[config.mk]
export PLATFORM = sky130hd
export DESIGN_NAME = eth_speed_detect_flat
export DESIGN_NICKNAME = d
export VERILOG_FILES = /design/src/rtl/eth_speed_detect_pkg.sv /design/src/rtl/eth_speed_detect_if.sv /design/src/rtl/eth_bit_sync.sv /design/src/rtl/eth_speed_detect.sv /design/src/flat_wrapper.sv
export SDC_FILE = /design/constraint.sdc
export NUM_CORES = 1
export LEC_CHECK = 0
export BUFFER_PORTS_ARGS = -buffer_cell sky130_fd_sc_hd__buf_4
export CAP_MARGIN = 10
export CORE_ASPECT_RATIO = 0.75
export CORE_MARGIN = 3
export CORE_UTILIZATION = 30
export DETAILED_ROUTE_END_ITERATION = 12
export GPL_ROUTABILITY_DRIVEN = 1
export GPL_TIMING_DRIVEN = 1
export RECOVER_POWER = 100
export SLEW_MARGIN = 0
export SYNTH_ARGS = -nofsm -noshare
export SYNTH_HDL_FRONTEND = slang
export SYNTH_SLANG_ARGS = --single-unit
[constraint.sdc]
create_clock -name clk -period 4.7 [get_ports clk]
set_input_delay 0.47 -clock clk [delete_from_list [all_inputs] [get_ports clk]]
set_output_delay 0.47 -clock clk [all_outputs]
set_load 0.02 [all_outputs]
[src/rtl/eth_speed_detect_pkg.sv]
// Shared types for the RGMII link-speed detector: speed encoding and the
// mii_select derivation used by the MAC/PHY wrappers.
package eth_speed_pkg;

  typedef enum logic [1:0] {
    SPEED_10M   = 2'b00,
    SPEED_100M  = 2'b01,
    SPEED_1000M = 2'b10
  } speed_t;

  // Only gigabit runs GMII; every other speed selects the MII path.
  localparam speed_t GMII_SPEED = SPEED_1000M;

  function automatic logic mii_sel(speed_t s);
    return s != GMII_SPEED;
  endfunction

endpackage

[src/rtl/eth_speed_detect_if.sv]
// Status bundle from the speed detector to the MAC and PHY interface logic.
interface eth_speed_detect_if #(
  parameter int REF_CNT_W = 7
);
  import eth_speed_pkg::*;

  speed_t               speed;
  logic                 mii_select;
  logic                 speed_change;
  logic                 rx_clk_lost;
  logic [REF_CNT_W-1:0] measure_count;

  modport master (output speed, mii_select, speed_change, rx_clk_lost, measure_count);
  modport slave  (input  speed, mii_select, speed_change, rx_clk_lost, measure_count);

endinterface

[src/rtl/eth_bit_sync.sv]
// N-stage single-bit synchronizer, async active-low reset to 0.
module eth_bit_sync #(
  parameter int STAGES = 2
) (
  input  logic clk,
  input  logic rst_n,
  input  logic d,
  output logic q
);

  logic [STAGES-1:0] ff;

  always_ff @(posedge clk or negedge rst_n) begin
    if (!rst_n) ff <= '0;
    else        ff <= (ff << 1) | STAGES'(d);
  end

  assign q = ff[STAGES-1];

endmodule

[src/rtl/eth_speed_detect.sv]
// RGMII link-speed detector: windows the rate of the rx-domain prescaler toggle
// against clk, classifies 10/100/1000M with confirmation, flags RX clock loss.
// Define ETH_SPEED_FORCE_EN to add the force_en/force_speed override ports.
module eth_speed_detect
  import eth_speed_pkg::*;
#(
  parameter int         SYNC_STAGES  = 3,
  parameter int         REF_CNT_W    = 7,
  parameter int         EDGE_CNT_W   = 2,
  parameter int         THRESH_100M  = 32,
  parameter int         CONFIRM      = 1,
  parameter int         LOSS_WINDOWS = 4,
  parameter logic [1:0] RESET_SPEED  = 2'b10
) (
  input  logic clk,
  input  logic rst_n,
  input  logic rx_toggle,
`ifdef ETH_SPEED_FORCE_EN
  input  logic       force_en,
  input  logic [1:0] force_speed,
`endif
  eth_speed_detect_if.master stat
);

  localparam int CNF_W  = $clog2(CONFIRM + 1);
  localparam int LOST_W = $clog2(LOSS_WINDOWS + 1);

  // The sub-synchronizer supplies all but the last stage; the last stage lives
  // here so both of the final two stages are visible for edge detection.
  logic sync_q, sync_d, edge_det;

  eth_bit_sync #(.STAGES(SYNC_STAGES - 1)) u_sync (
    .clk   (clk),
    .rst_n (rst_n),
    .d     (rx_toggle),
    .q     (sync_q)
  );

  assign edge_det = sync_q ^ sync_d;

  logic [REF_CNT_W-1:0]  ref_cnt;
  logic [EDGE_CNT_W-1:0] edge_cnt;
  logic [LOST_W-1:0]     lost_cnt;
  logic [CNF_W-1:0]      cand_cnt;
  logic [CNF_W:0]        n_next;
  speed_t                cand, det_speed, cls, eff_speed;
  logic                  edge_full, ref_full, win_end;

  assign edge_full = &edge_cnt;
  assign ref_full  = &ref_cnt;
  assign win_end   = edge_full | ref_full;

  // Edge-full takes priority over reference overflow when both coincide.
  always_comb begin
    cls = SPEED_10M;
    if (edge_full)
      cls = (ref_cnt >= REF_CNT_W'(THRESH_100M)) ? SPEED_100M : SPEED_1000M;
    n_next = (cls == cand) ? ({1'b0, cand_cnt} + (CNF_W+1)'(1)) : (CNF_W+1)'(1);
  end

`ifdef ETH_SPEED_FORCE_EN
  assign eff_speed = force_en ? speed_t'(force_speed) : det_speed;
`else
  assign eff_speed = det_speed;
`endif

  // Window counters and clock-loss tracking.
  always_ff @(posedge clk or negedge rst_n) begin
    if (!rst_n) begin
      sync_d   <= 1'b0;
      ref_cnt  <= '0;
      edge_cnt <= '0;
      lost_cnt <= '0;
    end else begin
      sync_d <= sync_q;
      if (win_end) begin
        ref_cnt  <= '0;
        edge_cnt <= '0;
        if (edge_cnt != '0)
          lost_cnt <= '0;
        else if (lost_cnt != LOST_W'(LOSS_WINDOWS))
          lost_cnt <= lost_cnt + LOST_W'(1);
      end else begin
        ref_cnt  <= ref_cnt + REF_CNT_W'(1);
        edge_cnt <= edge_cnt + EDGE_CNT_W'(edge_det);
      end
    end
  end

  // Candidate tracking: a differing class must repeat CONFIRM times in a row.
  always_ff @(posedge clk or negedge rst_n) begin
    if (!rst_n) begin
      cand      <= SPEED_10M;
      cand_cnt  <= '0;
      det_speed <= speed_t'(RESET_SPEED);
    end else if (win_end) begin
      if (cls == det_speed) begin
        cand_cnt <= '0;
      end else begin
        cand <= cls;
        if (n_next >= (CNF_W+1)'(CONFIRM)) begin
          det_speed <= cls;
          cand_cnt  <= '0;
        end else begin
          cand_cnt <= n_next[CNF_W-1:0];
        end
      end
    end
  end

  speed_t               speed_q;
  logic                 mii_q, chg_q, lost_q;
  logic [REF_CNT_W-1:0] meas_q;

  always_ff @(posedge clk or negedge rst_n) begin
    if (!rst_n) begin
      speed_q <= speed_t'(RESET_SPEED);
      mii_q   <= mii_sel(speed_t'(RESET_SPEED));
      chg_q   <= 1'b0;
      lost_q  <= 1'b0;
      meas_q  <= '0;
    end else begin
      speed_q <= eff_speed;
      mii_q   <= mii_sel(eff_speed);
      chg_q   <= (eff_speed != speed_q);
      lost_q  <= (lost_cnt == LOST_W'(LOSS_WINDOWS));
      if (win_end) meas_q <= ref_cnt;
    end
  end

  assign stat.speed         = speed_q;
  assign stat.mii_select    = mii_q;
  assign stat.speed_change  = chg_q;
  assign stat.rx_clk_lost   = lost_q;
  assign stat.measure_count = meas_q;

endmodule

[src/flat_wrapper.sv]
// flat-port wrapper written by rule: the top's interface ports become plain ports
module eth_speed_detect_flat import eth_speed_pkg::*;
#(
  parameter int         SYNC_STAGES  = 3,
  parameter int         REF_CNT_W    = 7,
  parameter int         EDGE_CNT_W   = 2,
  parameter int         THRESH_100M  = 32,
  parameter int         CONFIRM      = 1,
  parameter int         LOSS_WINDOWS = 4,
  parameter logic [1:0] RESET_SPEED  = 2'b10
)
  (clk, rst_n, rx_toggle, stat_speed, stat_mii_select, stat_speed_change, stat_rx_clk_lost, stat_measure_count);
  eth_speed_detect_if #(.REF_CNT_W(REF_CNT_W)) stat_i ();
  input  logic clk;
  input  logic rst_n;
  input  logic rx_toggle;
  output wire logic [$bits(stat_i.speed)-1:0] stat_speed;
  output wire logic [$bits(stat_i.mii_select)-1:0] stat_mii_select;
  output wire logic [$bits(stat_i.speed_change)-1:0] stat_speed_change;
  output wire logic [$bits(stat_i.rx_clk_lost)-1:0] stat_rx_clk_lost;
  output wire logic [$bits(stat_i.measure_count)-1:0] stat_measure_count;
  assign stat_speed = stat_i.speed;
  assign stat_mii_select = stat_i.mii_select;
  assign stat_speed_change = stat_i.speed_change;
  assign stat_rx_clk_lost = stat_i.rx_clk_lost;
  assign stat_measure_count = stat_i.measure_count;
  eth_speed_detect #(.SYNC_STAGES(SYNC_STAGES), .REF_CNT_W(REF_CNT_W), .EDGE_CNT_W(EDGE_CNT_W), .THRESH_100M(THRESH_100M), .CONFIRM(CONFIRM), .LOSS_WINDOWS(LOSS_WINDOWS), .RESET_SPEED(RESET_SPEED)) u_core (.clk(clk), .rst_n(rst_n), .rx_toggle(rx_toggle), .stat(stat_i));
endmodule
Yosys cells after proc, flatten, opt, wreduce, memory -nomap -nowiden
Index checks and enable logic that the tools add are counted. W data, S select, Z words.

Output and inout port bits: 12. Word-level logic and storage cells: 45. Bits in registers: 32. Input port bits: 3.

Bitwise logic cells: 4. Add/subtract/negate cells: 4. Magnitude comparators: 2. Multiplexer cells: 9. Reductions and logical operators: 7. Eq/ne operators: 6.

Operators with widths (number): $mux W2 (4); $add A7 B1 Y7 const B (1); $ge A7 B6 Y1 const B (1); $mux W7 (1); $reduce_and A7 Y1 (1); $mux W3 (2); $reduce_and A2 Y1 (3); $eq A2 B2 Y1 (2); $reduce_bool A2 Y1 (2); $add A3 B1 Y3 const B (1); $eq A3 B3 Y1 const B (1); $ne A3 B3 Y1 const B (1); $reduce_and A3 Y1 (1); $add A1 B1 Y2 const B (1); $add A2 B1 Y2 (1); $ge A2 B1 Y1 const B (1); $mux W1 (2); $ne A2 B2 Y1 (1); $ne A2 B2 Y1 const B (1); $or A2 B1 Y2 (1); $not A1 Y1 (1); $or A1 B1 Y1 (1); $xor A1 B1 Y1 (1).

Logic depth before layout (Yosys ltp)
Word-level depth: 8. Gate-level depth with buffers: 6. Gate-level depth less buffers: 6.

Hierarchy
A second synthesis with hierarchy kept.

Cell total of the unflattened synthesis: 101. Area total of the unflattened synthesis: 1263.7 sq um.

By module, submodules not included: eth_speed_detect (sequential area each 678.2 sq um, cells an instance 99, instances 1, area an instance 1213.7 sq um); eth_bit_sync (sequential area each 50.0 sq um, cells an instance 2, instances 1, area an instance 50.0 sq um).

Worst setup path after synthesis
OpenSTA, ideal clock, no wires.

Path kind: register to register. Start point: register u_core.ref_cnt[0]. End point: register u_core.lost_cnt[0]. Data required time: 4.596 ns. Clock period less this slack: 1.586 ns. Buffers on the path: 1. Library setup time: 0.104 ns. Cell stages (with the launch flop): 7. Slack: 3.114 ns. Arrival time: 1.482 ns. Path through: dfrtp_1 ha_1 and3_4 and4_4 buf_6 or3_1 o311ai_1.

Word-level cells in the longest chain between the ends: 3.

RTL lines: start, declared (RTL line eth_speed_detect.sv:41) `logic [REF_CNT_W-1:0] ref_cnt;`; start signal, assigned (RTL line eth_speed_detect.sv:84) `ref_cnt <= ref_cnt + REF_CNT_W'(1);`; $reduce_and A7 Y1 (RTL line eth_speed_detect.sv:50) `assign ref_full = &ref_cnt;`; $or A1 B1 Y1 (RTL line eth_speed_detect.sv:51) `assign win_end = edge_full | ref_full;`; $reduce_and A2 Y1 (no source line); end signal, assigned (RTL line eth_speed_detect.sv:82) `lost_cnt <= lost_cnt + LOST_W'(1);`; end, declared (RTL line eth_speed_detect.sv:43) `logic [LOST_W-1:0] lost_cnt;`.

No other way between the ends. A chain may end at the register's enable or synchronous reset.

Final worst setup path
Start point: register u_core.ref_cnt[0]. End point: register u_core.meas_q[5] (netlist: u_core.stat.measure_count[5]).

Word-level cells in the longest chain between the ends: 2.

RTL lines: $reduce_and A7 Y1 (RTL line eth_speed_detect.sv:50); $or A1 B1 Y1 (RTL line eth_speed_detect.sv:51); end signal, assigned (RTL line eth_speed_detect.sv:127) `if (win_end) meas_q <= ref_cnt;`; end, declared (RTL line eth_speed_detect.sv:113) `logic [REF_CNT_W-1:0] meas_q;`.

No other way between the ends.

==> run metrics <==
status completed; CTS max path bufs 2; drt pass-1 iters 4; Worst Path Arrival 2.09 ns; DRT iter0 DRCs 40; worst hold path class in -> reg; multi-input logic area 425 um2; GP Congestion ~0.74; CTS root buf clkbuf_8; Post-CTS Setup Inserts 0; Synth Instances 102; Slew headroom around 2.3%; vias in the first global route 813; Worst VDD drop 0.239 mV; chip height 62.2 um; post-synthesis cell area 1260 um2; Startpoint Class flip-flop; Max Clk Rate 0.515 GHz; Wirelength per Cell 12.3 um; TritonCTS sink count 29; largest net degree at the start of global routing 30; WHS around 0.32 ns; max cap viols 0; GR Util All Layers slightly above 10%; final period utilization 41.3%; Netlist cell types 28; Pleak 0.641 nW; Critical Path RT around 4.9 ns; H-Tree Depth 2; Final Skew 0.00394 ns; via count around 760; fin crit period approximately 1.9 ns; total CTS buffers 5; fillers 394; DP HPWL about 1.5 mm; Pwr Density 597 nW/um2; cts hold-fix bufs 0; Final Max Slew Viols 0; share of cells above drive strength 1 about 7.7%; Crit Path Class reg -> reg; IO Port Bufs 14; Via-to-Cell Ratio 4.51; die area 5040 um2; row cnt 19; final WL about 2.1 mm; antenna cells 0; critical path peak fanout 11; Syn-to-layout area delta 9.69%; Mapped Nets 110; core box area 3850 um2; Seq/Total Area, Yosys a little under three fifths; FF/Latch Area 728 um2; antenna-violating nets left 0; Worst Setup End Kind flip-flop; worst-skew pair later-pin latency approximately 0.28 ns; Final TNS setup 0 ns; Initial Utilization 32.8%; first-pass GRT wire length 3.76 mm; die width 81.0 um; I/O pin count 15; CTS tree yes; final hold violation count 0; final setup fails 0; initial antenna violation count 0; measured slew at the worst slew-check pin 1.47 ns; fin nets 125; Yosys reg bits 29; Mapped Avg Cell Area 12.4 um2; CTS resizes 0; RSZ-0062 raised after global routing false; clk slew on worst S/H paths 0.05 ns; Residual DRC 0; fin util 36.0%; total grt overflow 0; Synth warnings 0
per-stage QoR:
stage               instance area, um2  setup slack, ns  power [mW]  instances
floorplan                         1260             3.11       0.601        102
global placement                  1390             3.02       0.695        162
detailed placement                1390             2.95       0.701        162
CTS                               1480             2.94       0.907        169
global route                      1390             2.59       0.891        169
finish                            1390             2.76       0.828        169
cell usage after synthesis, drive strengths merged:
master   number  area, um2
or3           2       12.5
nand3         3       15.0
and3          4       30.0
clkbuf        1       3.75
a41oi         1       8.76
o32ai         1       8.76
a21oi         4       20.0
ha            5       62.6
a2111oi       1       8.76
mux2          6       86.3
inv           7       26.3
nand4         3       33.8
and4          1       11.3
o21ai         2       10.0
nand2         5       21.3
buf           5       37.5
nand2b        1       6.26
o311ai        2       17.5
xnor2         6       52.6
xor2          3       26.3
nor2         10       37.5
dfstp         2       52.6
dfrtp        27        676
worst max-delay path, cell delays in order (launching register included):
cell     delay [ns]
dfrtp_1        0.41
ha_1           0.21
and3_1         0.24
nand4_1        0.20
nand2_1        0.39
mux2_1         0.37
routing by layer:
layer / part of all wire (%) / GRT usage [%] / routed length (um) / vias up
met2: 40 / 14.3 / 842 / 18
met3: 6.5 / 4.91 / 135 / 5
met4: 1.9 / 4.43 / 40 / 0
met5: 0 / 0 / 0 / -
li1: - / - / - / 377
met1: 51 / 12.8 / 1070 / 363
power by group:
part | switching, mW | internal [mW]
Clock | 0.0833 | 0.116
Sequential | 0.0699 | 0.330
Combinational | 0.139 | 0.0902
kinds of logic after synthesis:
kind of cell	count (synthesis)	synth area share, %
muxes	6	6.82
buffers and inverters	13	5.34
AOI/OAI and AO/OA	11	5.84
adders and majority gates	5	4.95
and+or+nand+nor	29	13.3
DFF	29	57.6
xor gates and xnor gates	9	6.23
cell usage in the layout (no fill, tap or decap):
| master | n |
|---|---|
| clkbuf_4 | 1 |
| inv_1 | 7 |
| mux2_2 | 1 |
| mux2_1 | 5 |
| o311ai_0 | 2 |
| xor2_1 | 3 |
| and4_1 | 1 |
| ha_1 | 5 |
| nand2b_1 | 1 |
| xnor2_1 | 6 |
| a21oi_1 | 4 |
| nand4_1 | 3 |
| o32ai_1 | 1 |
| dfstp_2 | 1 |
| a2111oi_0 | 1 |
| dfstp_1 | 1 |
| clkbuf_1 | 14 |
| nand3_1 | 3 |
| clkbuf_8 | 6 |
| and3_1 | 4 |
| nor2_1 | 10 |
| a41oi_1 | 1 |
| or3_1 | 2 |
| o21ai_0 | 2 |
| nand2_1 | 5 |
| dfrtp_1 | 27 |
flip-flops by register name, indices dropped and copies added, names as in the netlist:
signal and cells:
u_core.sync_d 1, u_core.stat.mii_select 1, u_core.edge_cnt 2, u_core.u_sync.ff 2, u_core.ref_cnt 7, u_core.stat.measure_count 7
u_core.lost_cnt 3, u_core.det_speed 2, u_core.stat.speed 2, u_core.stat.speed_change 1, u_core.stat.rx_clk_lost 1
worst paths after layout:
kind	endpoint	slack [ns]	start	depth (start not counted)
max	u_core.stat.measure_count[5]	2.76	u_core.ref_cnt[0]	5
max reg2reg	u_core.stat.measure_count[5]	2.76	u_core.ref_cnt[0]	5
min in group asynchronous	u_core.stat.speed_change	0.53	rst_n	1
min reg2reg	u_core.u_sync.ff[1]	0.34	u_core.u_sync.ff[0]	0
min	u_core.u_sync.ff[0]	0.32	rx_toggle	1
max in group asynchronous	u_core.stat.measure_count[0]	3.31	rst_n	1
final cells by class:
type	count	share of cell area (%)
clock buffer	7	6.22
timing repair buffer	14	4.06
tap	52	4.69
inverter	7	1.89
multi-input combinational	60	30.7
sequential	29	52.5
Power figures use the tool's default switching activity.
